[config.mk]
export PLATFORM = sky130hd
export DESIGN_NAME = mult_hilo_ctrl
export DESIGN_NICKNAME = d
export VERILOG_FILES = /design/src/rtl/mult_hilo_ctrl.sv
export SDC_FILE = /design/constraint.sdc
export NUM_CORES = 1
export LEC_CHECK = 0
export ABC_CLOCK_PERIOD_IN_PS = 2810
export CAP_MARGIN = 20
export CORE_ASPECT_RATIO = 0.9
export CORE_MARGIN = 2
export CORE_UTILIZATION = 64
export DETAILED_ROUTE_END_ITERATION = 7
export DONT_BUFFER_PORTS = 1
export PLACE_DENSITY = 0.84
export RECOVER_POWER = 25
export SETUP_SLACK_MARGIN = 0.3
export SYNTH_ARGS = -nofsm -noshare
export SYNTH_HDL_FRONTEND = slang
export SYNTH_SLANG_ARGS = --single-unit
[constraint.sdc]
create_clock -name Clk -period 2.81 [get_ports Clk]
set_input_delay 0.1405 -clock Clk [delete_from_list [all_inputs] [get_ports Clk]]
set_output_delay 0.1405 -clock Clk [all_outputs]
set_load 0.01 [all_outputs]
[src/rtl/mult_hilo_ctrl.sv]
// Sequencing and HI/LO result stage around the 16x16 shift-add multiplier.
// Operands go to the multiplier as unsigned magnitudes; the sign is restored on capture.
module mult_hilo_ctrl #(
    parameter int MULT_LATENCY = 34
) (
    input  logic        Clk,
    input  logic        Reset,
    input  logic        Op_Start,
    input  logic        Op_Signed,
    input  logic [15:0] Op_A,
    input  logic [15:0] Op_B,
    input  logic        Mthi,
    input  logic        Mtlo,
    input  logic [31:0] Wdata,
    input  logic        Rd_Hi,
    input  logic        Rd_Lo,
    output logic [31:0] Rdata,
    output logic        Busy,
    output logic        Stall,
    output logic [15:0] Mul_Multiplicando,
    output logic [15:0] Mul_Multiplicador,
    output logic        Mul_St,
    output logic        Mul_Reset,
    input  logic [31:0] Mul_Produto
);

    localparam int CNT_W = (MULT_LATENCY > 1) ? $clog2(MULT_LATENCY) : 1;
    localparam logic [CNT_W-1:0] CNT_LOAD = CNT_W'(MULT_LATENCY - 1);

    localparam logic [1:0] S_IDLE    = 2'd0;
    localparam logic [1:0] S_LAUNCH  = 2'd1;
    localparam logic [1:0] S_WAIT    = 2'd2;
    localparam logic [1:0] S_CAPTURE = 2'd3;

    // -0x8000 wraps back to 0x8000, which is the correct unsigned magnitude.
    function automatic logic [15:0] magnitude16(input logic signed [15:0] x);
        logic signed [15:0] m;
        m = (x < 0) ? -x : x;
        return m;
    endfunction

    function automatic logic [31:0] apply_sign(input logic [31:0] p, input logic neg);
        return neg ? (~p + 32'd1) : p;
    endfunction

    logic [1:0]       state_q, state_d;
    logic [CNT_W-1:0] cnt_q, cnt_d;
    logic             neg_q, neg_d;
    logic             sgn_q, sgn_d;
    logic [15:0]      mca_q, mca_d;
    logic [15:0]      mcb_q, mcb_d;
    logic             st_q, st_d;
    logic [31:0]      hi_q, hi_d;
    logic [31:0]      lo_q, lo_d;
    logic [31:0]      res;

    always_comb begin
        state_d = state_q;
        cnt_d   = cnt_q;
        neg_d   = neg_q;
        sgn_d   = sgn_q;
        mca_d   = mca_q;
        mcb_d   = mcb_q;
        st_d    = 1'b0;
        hi_d    = hi_q;
        lo_d    = lo_q;
        res     = apply_sign(Mul_Produto, neg_q);
        case (state_q)
            S_IDLE: begin
                if (Mthi) hi_d = Wdata;
                if (Mtlo) lo_d = Wdata;
                if (Op_Start) begin
                    mca_d   = Op_Signed ? magnitude16(Op_A) : Op_A;
                    mcb_d   = Op_Signed ? magnitude16(Op_B) : Op_B;
                    // A zero operand never yields a negated (all-ones-carry) result.
                    neg_d   = Op_Signed & (Op_A[15] ^ Op_B[15]) & (|Op_A) & (|Op_B);
                    sgn_d   = Op_Signed;
                    st_d    = 1'b1;
                    state_d = S_LAUNCH;
                end
            end
            S_LAUNCH: begin
                cnt_d   = CNT_LOAD;
                state_d = S_WAIT;
            end
            S_WAIT: begin
                if (cnt_q == '0) begin
                    state_d = S_CAPTURE;
                end else begin
                    cnt_d = cnt_q - 1'b1;
                end
            end
            S_CAPTURE: begin
                lo_d    = res;
                hi_d    = sgn_q ? {32{res[31]}} : 32'd0;
                state_d = S_IDLE;
            end
            default: state_d = S_IDLE;
        endcase
    end

    always_ff @(posedge Clk) begin
        if (Reset) begin
            state_q <= S_IDLE;
            cnt_q   <= '0;
            neg_q   <= 1'b0;
            sgn_q   <= 1'b0;
            mca_q   <= 16'd0;
            mcb_q   <= 16'd0;
            st_q    <= 1'b0;
            hi_q    <= 32'd0;
            lo_q    <= 32'd0;
        end else begin
            state_q <= state_d;
            cnt_q   <= cnt_d;
            neg_q   <= neg_d;
            sgn_q   <= sgn_d;
            mca_q   <= mca_d;
            mcb_q   <= mcb_d;
            st_q    <= st_d;
            hi_q    <= hi_d;
            lo_q    <= lo_d;
        end
    end

    assign Busy              = (state_q != S_IDLE);
    assign Stall             = Busy & (Op_Start | Mthi | Mtlo | Rd_Hi | Rd_Lo);
    assign Rdata             = Rd_Hi ? hi_q : (Rd_Lo ? lo_q : 32'd0);
    assign Mul_Multiplicando = mca_q;
    assign Mul_Multiplicador = mcb_q;
    assign Mul_St            = st_q;
    assign Mul_Reset         = Reset;

endmodule

==> results of run 1 <==
==> cell type report <==
type,instances,area (um2)
Multi-Input combinational cell,657,3840
Fill cell,681,2310
Sequential cell,107,2140
Timing Repair Buffer,86,868
Tap cell,126,158
Clock buffer,9,124
Clock inverter,7,105
Inverter,16,60.1
==> logic make-up after synthesis <==
kind of cell	after synthesis	share of synthesized area, %
and+or+nand+nor	312	22.5
AOI/OAI and AO/OA	286	29.2
DFF	107	34.0
buffers and inverters	82	5.35
xor gates and xnor gates	44	6.12
adders and majority gates	9	1.79
muxes	6	0.994
==> flip-flops by register name (all words and copies together), names as in the netlist <==
| name | cells |
|---|---|
| neg_q | 1 |
| hi_q | 32 |
| sgn_q | 1 |
| Mul_St | 1 |
| state_q | 2 |
| cnt_q | 6 |
| Mul_Multiplicador | 16 |
| lo_q | 32 |
| Mul_Multiplicando | 16 |
==> cell usage in the layout, fill, tap and decap left out, types with 14 or more instances in the layout <==
cell type,n
o21ai_0,102
nand2_1,146
xor2_1,24
dlygate4sd3_1,71
a21oi_1,55
inv_1,14
nor2_1,64
dfxtp_1,107
a211oi_1,20
nor3_1,25
a21oi_2,28
xnor2_1,20
==> per-stage QoR <==
stage | setup WS (ns) | util (%) | instances
2_1_floorplan | 0.581 | - | 846
3_3_place_gp | 0.263 | 65.8 | 920
3_5_place_dp | 0.205 | 65.8 | 920
4_1_cts | 0.317 | 75.9 | 1008
5_1_grt | 0.326 | 75.9 | 1008
6_report | 0.396 | 75.9 | 1008
==> where the power goes <==
part | total [mW] | switching (mW) | internal (mW)
clock network | 1.11 | 0.594 | 0.518
logic | 2.19 | 1.38 | 0.804
registers | 2.36 | 0.363 | 2.00
total | 5.66 | 2.34 | 3.32
==> repair_timing <==
| action | 4_1_cts | 5_1_grt |
|---|---|---|
| setup endpoints to repair | 0 | 33 |
| hold endpoints to repair | 98 | 0 |
| resized for setup | 0 | 2 |
| hold buffers | 72 | 0 |
==> metal layers <==
layer | wire (um) | part of all wire [%] | global-route usage [%] | up-vias
met4 | 717 | 3.6 | 18.4 | 0
met2 | 9120 | 46 | 59.0 | 484
li1 | - | - | - | 3097
met3 | 2480 | 12 | 10.2 | 73
met5 | 0 | 0 | 0 | -
met1 | 7650 | 38 | 46.1 | 3095
==> Yosys cell counts, drive strengths merged (14+ instances only) <==
library cell / number
nor2: 64
nor4: 14
inv: 14
xor2: 24
a211oi: 20
xnor2: 20
a21oi: 83
nand2: 146
dfxtp: 107
o21ai: 104
nor3: 25
clkbuf: 58
==> path summary, 6_finish.rpt <==
check,start,endpoint,depth (start not counted)
max,state_q[0],lo_q[0],5
min reg2reg,lo_q[17],lo_q[17],2
min,Op_B[3],Mul_Multiplicador[3],2
max reg2reg,state_q[0],lo_q[0],5
==> worst max-delay path, cell delays in order (launching register included) <==
cell           delay, ns
dfxtp_1             0.41
ha_2                0.50
buf_4               0.39
nand2_1             0.17
a311oi_1            0.31
dlygate4sd3_1       0.58
==> results.tsv, run 1 <==
metric	value	unit
slew_headroom	41.7	%
insertion_delay	0.39	ns
grt_max_degree	66	
hold_class	input port to register	
route.antenna.remaining_nets	0	
htree_num_levels	3	
clk_path_buf_depth	2	
vias	6749	
cp.arrival	2.75	ns
maxCapViolCount	0	
place_congestion	0.930	
yosysTopAreaCell	dfxtp_1	
seq_area_frac_synth	34.0	%
dieArea	10600	um2
dp_hpwl	12300	um
area_delta_synth_final	16.0	%
vdd_drop_max	0.574	mV
path_class	register to register	
status	finished, final reports clean	
wl_per_cell	19.8	um
drc	0	
fin_worst_skew	0.0104	ns
max_freq	414	MHz
powerDensity	776	nW/um2
die_w	109	um
core	9610	um2
syn_nets	959	
cts_setup_buffers	0	
rows	34	
grt_first_pass_wirelength	31400	um
period_share	85.9	%
power	5.66	mW
setup_violations	0	
tritoncts.num_buffers	9	
slew_viol_final	0	
path_max_fanout	29	
hold_ws	0.0119	ns
drt_iter0_drc	696	
required	3.15	ns
grt_setup_unrepaired	no	
antenna_found_initial	0	
firstDrtPassIters	6	
ys.flop_type	dfxtp_1	
ys_ff_latch	107	
end_kind	register	
hold_violations	0	
io_pins	172	
synth_area_leaders	dfxtp_1 (34%), nand2_1 (8.7%), o21ai_0 (8.2%)	
yosys_warnings	0	
syn_avg_cell_area	7.44	um2
synthCells	846	
finalSetupTns	0	ns
cts_tree	built	
track_usage	37.1	%
die_height	98.1	um
synth_top_area_share	34.0	%
start_util	65.5	%
cp-start-kind	register	
nets	990	
drive_gt1_share	8.96	%
placed_area	6330	um2
grt-ovfl-total	0	
grt_pass1_vias	6326	
cts_root_buf	clkbuf_8	
clk_pin_slew	0.11	ns
p_leak	2.59	nW
vias_per_cell	6.70	
reg2reg_slack	0.40	ns
diodes	0	
yosysUniqueCellTypes	59	
routed_wl	20000	um
tightestPinTransition	0.867	ns
finalInstanceArea	7300	um2
numPortBuffers	0	
synth_edf_count	0	
fin_crit	2.41	ns
cts_sinks	107	
synthArstFlopShare	0	%
netlist_area	6290	um2
Power figures use the tool's default switching activity.
==> inputs of run 2 (changes only) <==
--- a/config.mk
+++ b/config.mk
@@ -5,14 +5,14 @@
 export SDC_FILE = /design/constraint.sdc
 export NUM_CORES = 1
 export LEC_CHECK = 0
-export ABC_CLOCK_PERIOD_IN_PS = 2810
+export ABC_CLOCK_PERIOD_IN_PS = 2800
 export CAP_MARGIN = 20
 export CORE_ASPECT_RATIO = 0.9
 export CORE_MARGIN = 2
-export CORE_UTILIZATION = 64
+export CORE_UTILIZATION = 69
 export DETAILED_ROUTE_END_ITERATION = 7
 export DONT_BUFFER_PORTS = 1
-export PLACE_DENSITY = 0.84
+export PLACE_DENSITY = 0.89
 export RECOVER_POWER = 25
 export SETUP_SLACK_MARGIN = 0.3
 export SYNTH_ARGS = -nofsm -noshare
==> constraint.sdc (replaced) <==
create_clock -name Clk -period 2.8 [get_ports Clk]
set_input_delay 0.14 -clock Clk [delete_from_list [all_inputs] [get_ports Clk]]
set_output_delay 0.14 -clock Clk [all_outputs]
set_load 0.01 [all_outputs]
==> results.tsv, run 2 (synthesis results as in run 1) <==
metric	value	unit	change
slew_headroom	34.8	%	was 41.7%
maxCapViolCount	0		unchanged
route.antenna.remaining_nets	0		unchanged
powerDensity	770	nW/um2	was 776 nW/um2
dp_hpwl	12500	um	was 12300 um
fin_crit	2.30	ns	was 2.41 ns
max_freq	434	MHz	was 414 MHz
hp-start	Mul_Produto[26]		was Op_B[3]
slew_viol_final	0		unchanged
vias_per_cell	6.84		was 6.70
antenna_found_initial	0		unchanged
cp.arrival	2.62	ns	was 2.75 ns
grt_max_degree	66		unchanged
r2r_start	state_q[0]		unchanged
cts_root_buf	clkbuf_8		unchanged
setup_violations	0		unchanged
final_common_cell	nand2_1		unchanged
cts_setup_buffers	0		unchanged
power	5.54	mW	was 5.66 mW
wl_per_cell	20.8	um	was 19.8 um
drc	0		unchanged
place_congestion	0.963		was 0.930
end_kind	register		unchanged
clk_path_buf_depth	2		unchanged
hold_class	input port to register		unchanged
drive_gt1_share	9.24	%	was 8.96%
cts_tree	built		unchanged
vdd_drop_max	0.541	mV	was 0.574 mV
start_util	69.9	%	was 65.5%
period_share	82.2	%	was 85.9%
hold_violations	0		unchanged
mostFrequentLayoutCells	nand2_1 (146), dfxtp_1 (107), o21ai_0 (102)		unchanged
hold_depth	2		unchanged
hold_end	lo_q[26]		was Mul_Multiplicador[3]
finalSetupTns	0	ns	unchanged
reg_top3	hi_q: 32 flops, lo_q: 32 flops		unchanged
core	9000	um2	was 9610 um2
firstDrtPassIters	5		was 6
dieArea	9900	um2	was 10600 um2
diodes	0		unchanged
die_w	105	um	was 109 um
fin_worst_skew	0.00696	ns	was 0.0104 ns
grt_first_pass_wirelength	32700	um	was 31400 um
nets	985		was 990
die_height	94.6	um	was 98.1 um
tightestPinTransition	0.969	ns	was 0.867 ns
area_delta_synth_final	14.3	%	was 16.0%
routed_wl	20800	um	was 20000 um
ff2ff_path_depth	6		was 5
htree_num_levels	3		unchanged
required	3.11	ns	was 3.15 ns
path_class	register to register		unchanged
insertion_delay	0.37	ns	was 0.39 ns
numPortBuffers	0		unchanged
clk_pin_slew	0.10	ns	was 0.11 ns
reg2reg_slack	0.50	ns	was 0.40 ns
io_pins	172		unchanged
cts_sinks	107		unchanged
cp-start-kind	register		unchanged
path_max_fanout	27		was 29
drt_iter0_drc	688		was 696
grt_setup_unrepaired	no		unchanged
vias	6834		was 6749
tritoncts.num_buffers	9		unchanged
track_usage	41.1	%	was 37.1%
rows	33		was 34
grt-ovfl-total	0		unchanged
reg2reg_to	lo_q[0]		unchanged
grt_pass1_vias	6766		was 6326
p_leak	2.55	nW	was 2.59 nW
status	finished, final reports clean		unchanged
## run 2: cell count changes in the layout (fill, tap and decap cells not counted), sizes merged
cell	previous run	this run
bufinv	2	0
buf	15	17
dlygate4sd3	71	64
clkbuf	9	12
inv	18	14
clkinv	2	5
## run 2: power breakdown
| part | total [mW] | internal, mW | switching, mW |
|---|---|---|---|
| Sequential | 2.38 | 2.01 | 0.371 |
| Combinational | 2.20 | 0.786 | 1.42 |
| Clock | 0.962 | 0.403 | 0.560 |
| Total | 5.54 | 3.19 | 2.35 |
## run 2: layer usage
metal | routed length (um) | GRT usage, % | vias to the layer above
met5 | 0 | 0 | -
met4 | 792 | 20.3 | 0
met3 | 2680 | 12.0 | 97
met2 | 9580 | 69.4 | 525
met1 | 7710 | 48.4 | 3136
li1 | - | - | 3076
## run 2: worst max-delay path by stage
stage | slack [ns] | startpoint | to | cells after the start
detailed placement | 0.20 | Mul_Produto[7] | hi_q[1] | 5
finish | 0.50 | state_q[0] | lo_q[0] | 6
floorplan | 0.57 | Mul_Produto[8] | hi_q[2] | 8
CTS | 0.38 | state_q[0] | lo_q[0] | 6
global route | 0.36 | state_q[0] | lo_q[0] | 6
global placement | 0.25 | Mul_Produto[7] | hi_q[0] | 5
## run 2: through the flow
step / hold WS (ns) / instance area [um2] / util (%) / cells / setup slack [ns]
floorplan: 0.274 / 6290 / - / 846 / 0.571
CTS: 0.00209 / 7190 / 79.9 / 999 / 0.378
global placement: 0.216 / 6320 / 70.3 / 918 / 0.248
global route: 0.00372 / 7200 / 80.0 / 999 / 0.355
finish: 0.00649 / 7200 / 80.0 / 999 / 0.497
detailed placement: 0.216 / 6320 / 70.3 / 918 / 0.195
## run 2: repair_timing
| item | CTS | global route |
|---|---|---|
| setup endpoints to repair | 0 | 16 |
| endpoints found under the hold margin | 97 | 0 |
| gates resized for setup | 0 | 2 |
| hold buffers | 65 | 0 |
## run 2: cell type report
| class | count | area (um2) |
|---|---|---|
| Multi-Input combinational cell | 657 | 3840 |
| Sequential cell | 107 | 2140 |
| Fill cell | 597 | 1800 |
| Timing Repair Buffer | 81 | 801 |
| Clock buffer | 12 | 165 |
| Tap cell | 122 | 153 |
| Inverter | 16 | 60.1 |
| Clock inverter | 4 | 33.8 |
## run 2: critical path: stages (launching register included)
cell and delay (ns):
dfxtp_1 0.36, inv_1 0.10, ha_1 0.45, mux2_4 0.46
nor2_1 0.07, a311oi_1 0.23, dlygate4sd3_1 0.57
==> inputs of run 3 (changes only) <==
--- a/config.mk
+++ b/config.mk
@@ -5,14 +5,14 @@
 export SDC_FILE = /design/constraint.sdc
 export NUM_CORES = 1
 export LEC_CHECK = 0
-export ABC_CLOCK_PERIOD_IN_PS = 2800
+export ABC_CLOCK_PERIOD_IN_PS = 2300
 export CAP_MARGIN = 20
 export CORE_ASPECT_RATIO = 0.9
 export CORE_MARGIN = 2
-export CORE_UTILIZATION = 69
+export CORE_UTILIZATION = 64
 export DETAILED_ROUTE_END_ITERATION = 7
 export DONT_BUFFER_PORTS = 1
-export PLACE_DENSITY = 0.89
+export PLACE_DENSITY = 0.84
 export RECOVER_POWER = 25
 export SETUP_SLACK_MARGIN = 0.3
 export SYNTH_ARGS = -nofsm -noshare
==> constraint.sdc (replaced) <==
create_clock -name Clk -period 2.3 [get_ports Clk]
set_input_delay 0.115 -clock Clk [delete_from_list [all_inputs] [get_ports Clk]]
set_output_delay 0.115 -clock Clk [all_outputs]
set_load 0.01 [all_outputs]
==> results.tsv, run 3 (synthesis results as in run 1) <==
metric	value	unit	change
tritoncts.num_buffers	9		unchanged
die_w	109	um	was 105 um
path_class	register to register		unchanged
drive_gt1_share	10.4	%	was 9.24%
place_congestion	0.930		was 0.963
vdd_drop_max	0.605	mV	was 0.541 mV
cts_root_buf	clkbuf_8		unchanged
dieArea	10600	um2	was 9900 um2
route.antenna.remaining_nets	0		unchanged
dp_hpwl	12600	um	was 12500 um
multi_input_area	3860	um2	was 3840 um2
fill_cells	703		was 597
power	6.83	mW	was 5.54 mW
slowest_stage	dfxtp_1		was dlygate4sd3_1
fin_crit	1.95	ns	was 2.30 ns
final_core_util	77.0	%	was 80.0%
clkPwrFrac	17.1	%	was 17.4%
end_kind	register		unchanged
period_share	84.7	%	was 82.2%
firstDrtPassIters	6		was 5
ff2ff_path_depth	7		was 6
cp-start-kind	register		unchanged
clk_pin_slew	0.10	ns	about the same
hp-start	Wdata[16]		was Mul_Produto[26]
placed_area	6430	um2	was 6320 um2
swShare	40.9	%	was 42.3%
slew_headroom	46.0	%	was 34.8%
final_common_cell	nand2_1		unchanged
p_int	4.04	mW	was 3.19 mW
clk_path_buf_depth	2		unchanged
grt_first_pass_wirelength	32100	um	was 32700 um
drt_iter0_drc	738		was 688
hold_depth	2		unchanged
numPortBuffers	0		unchanged
combPwrFrac	40.5	%	was 39.7%
grt-ovfl-total	0		unchanged
grt_setup_unrepaired	yes		was no
final_cells	1019		was 999
r2r_start	state_q[1]		was state_q[0]
cts_sinks	107		unchanged
insertion_delay	0.37	ns	about the same
power_frac_seq	42.3	%	was 42.9%
hold_end	lo_q[16]		was lo_q[26]
vias	6865		was 6834
htree_num_levels	3		unchanged
drc	0		unchanged
antenna_found_initial	0		unchanged
start_util	65.5	%	was 69.9%
hold_violations	0		unchanged
routed_wl	20300	um	was 20800 um
fin_worst_skew	0.0109	ns	was 0.00696 ns
p_switching	2.79	mW	was 2.35 mW
reg_top3	hi_q: 32 flops, lo_q: 32 flops		unchanged
core	9610	um2	was 9000 um2
post-place-ws	0.101	ns	was 0.195 ns
maxCapViolCount	0		unchanged
setup_violations	0		unchanged
io_pins	172		unchanged
grt_pass1_vias	6568		was 6766
status	finished, final reports clean		unchanged
reg2reg_to	lo_q[5]		was lo_q[0]
slew_viol_final	0		unchanged
max_freq	514	MHz	was 434 MHz
p_leak	2.63	nW	was 2.55 nW
area_delta_synth_final	17.6	%	was 14.3%
worstPathCellList	ha_2, buf_4, mux2_4, buf_12, nand2_1, a211oi_1, a31o_2		was inv_1, ha_1, mux2_4, nor2_1, a311oi_1, dlygate4sd3_1
hold_class	input port to register		unchanged
path_max_fanout	27		unchanged
rows	34		was 33
required	2.62	ns	was 3.11 ns
mostFrequentLayoutCells	nand2_1 (146), dfxtp_1 (106), o21ai_0 (102)		was nand2_1 (146), dfxtp_1 (107), o21ai_0 (102)
place_inst	930		was 918
finalInstanceArea	7400	um2	was 7200 um2
wl_per_cell	20.0	um	was 20.8 um
tightestPinTransition	0.802	ns	was 0.969 ns
diodes	0		unchanged
vias_per_cell	6.74		was 6.84
track_usage	37.8	%	was 41.1%
max_stage_delay	0.39	ns	was 0.57 ns
powerDensity	923	nW/um2	was 770 nW/um2
die_height	98.1	um	was 94.6 um
cts_tree	built		unchanged
hold_ws	0.00828	ns	was 0.00649 ns
regArea	2140	um2	about the same
worst_slack	0.353	ns	was 0.497 ns
nets	1002		was 985
reg2reg_slack	0.35	ns	was 0.50 ns
finalSetupTns	0	ns	unchanged
grt_max_degree	66		unchanged
cp.arrival	2.27	ns	was 2.62 ns
-- run 3: cell count changes in the layout (fill, tap and decap cells not counted), sizes merged --
| cell | previous run | this run |
|---|---|---|
| bufinv | 0 | 1 |
| clkinv | 5 | 3 |
| clkbuf | 12 | 11 |
| buf | 17 | 25 |
| clkinvlp | 1 | 2 |
| dlygate4sd3 | 64 | 73 |
-- run 3: worst max-delay path by stage --
stage / start / endpoint / slack (ns) / cells after the start
after detailed placement: Mul_Produto[11] / hi_q[0] / 0.10 / 7
after global routing: cnt_q[0] / cnt_q[3] / 0.22 / 7
after global placement: Mul_Produto[11] / hi_q[0] / 0.12 / 7
after floorplan: Mul_Produto[8] / hi_q[2] / 0.20 / 8
final: state_q[1] / lo_q[5] / 0.35 / 7
after CTS: state_q[0] / lo_q[5] / 0.31 / 7
-- run 3: power by group through the flow --
stage / logic, mW / registers (mW) / clock network [mW]
after detailed placement: 2.50 / 2.90 / 0
after global placement: 2.42 / 2.87 / 0
after CTS: 2.66 / 2.87 / 1.18
final: 2.77 / 2.89 / 1.17
after floorplan: 2.04 / 2.80 / 0
after global routing: 3.04 / 2.94 / 1.24
-- run 3: final cells by class --
type | count | share of cell area (%)
inverters | 16 | 0.862
well taps | 126 | 2.13
multi-input cells | 657 | 52.2
flip-flops and latches | 107 | 29.0
repair buffers | 98 | 13.2
clock inverters | 4 | 0.693
clock buffers | 11 | 1.91
-- run 3: critical path: cells and delay by family (launching register included) --
family | cells | cell delay (ns)
AO/OA/AOI/OAI | 2 | 0.40
flip-flops | 1 | 0.39
adder cells (fa/ha/maj) | 1 | 0.24
buffers and inverters | 2 | 0.46
AND/OR/NAND/NOR | 1 | 0.10
multiplexers | 1 | 0.29
-- run 3: repair_timing --
item,4_1_cts,5_1_grt
resized for setup,0,6
buffers inserted,0,0
hold buffers,74,0
hold endpoints to repair,98,0
endpoints found under the setup margin,0,49
-- run 3: per-layer routing --
layer	vias to the layer above	GRT usage [%]	wire length, um
met4	0	16.4	709
met1	3196	46.9	7880
met5	-	0	0
met2	482	61.6	9510
li1	3106	-	-
met3	81	9.95	2240
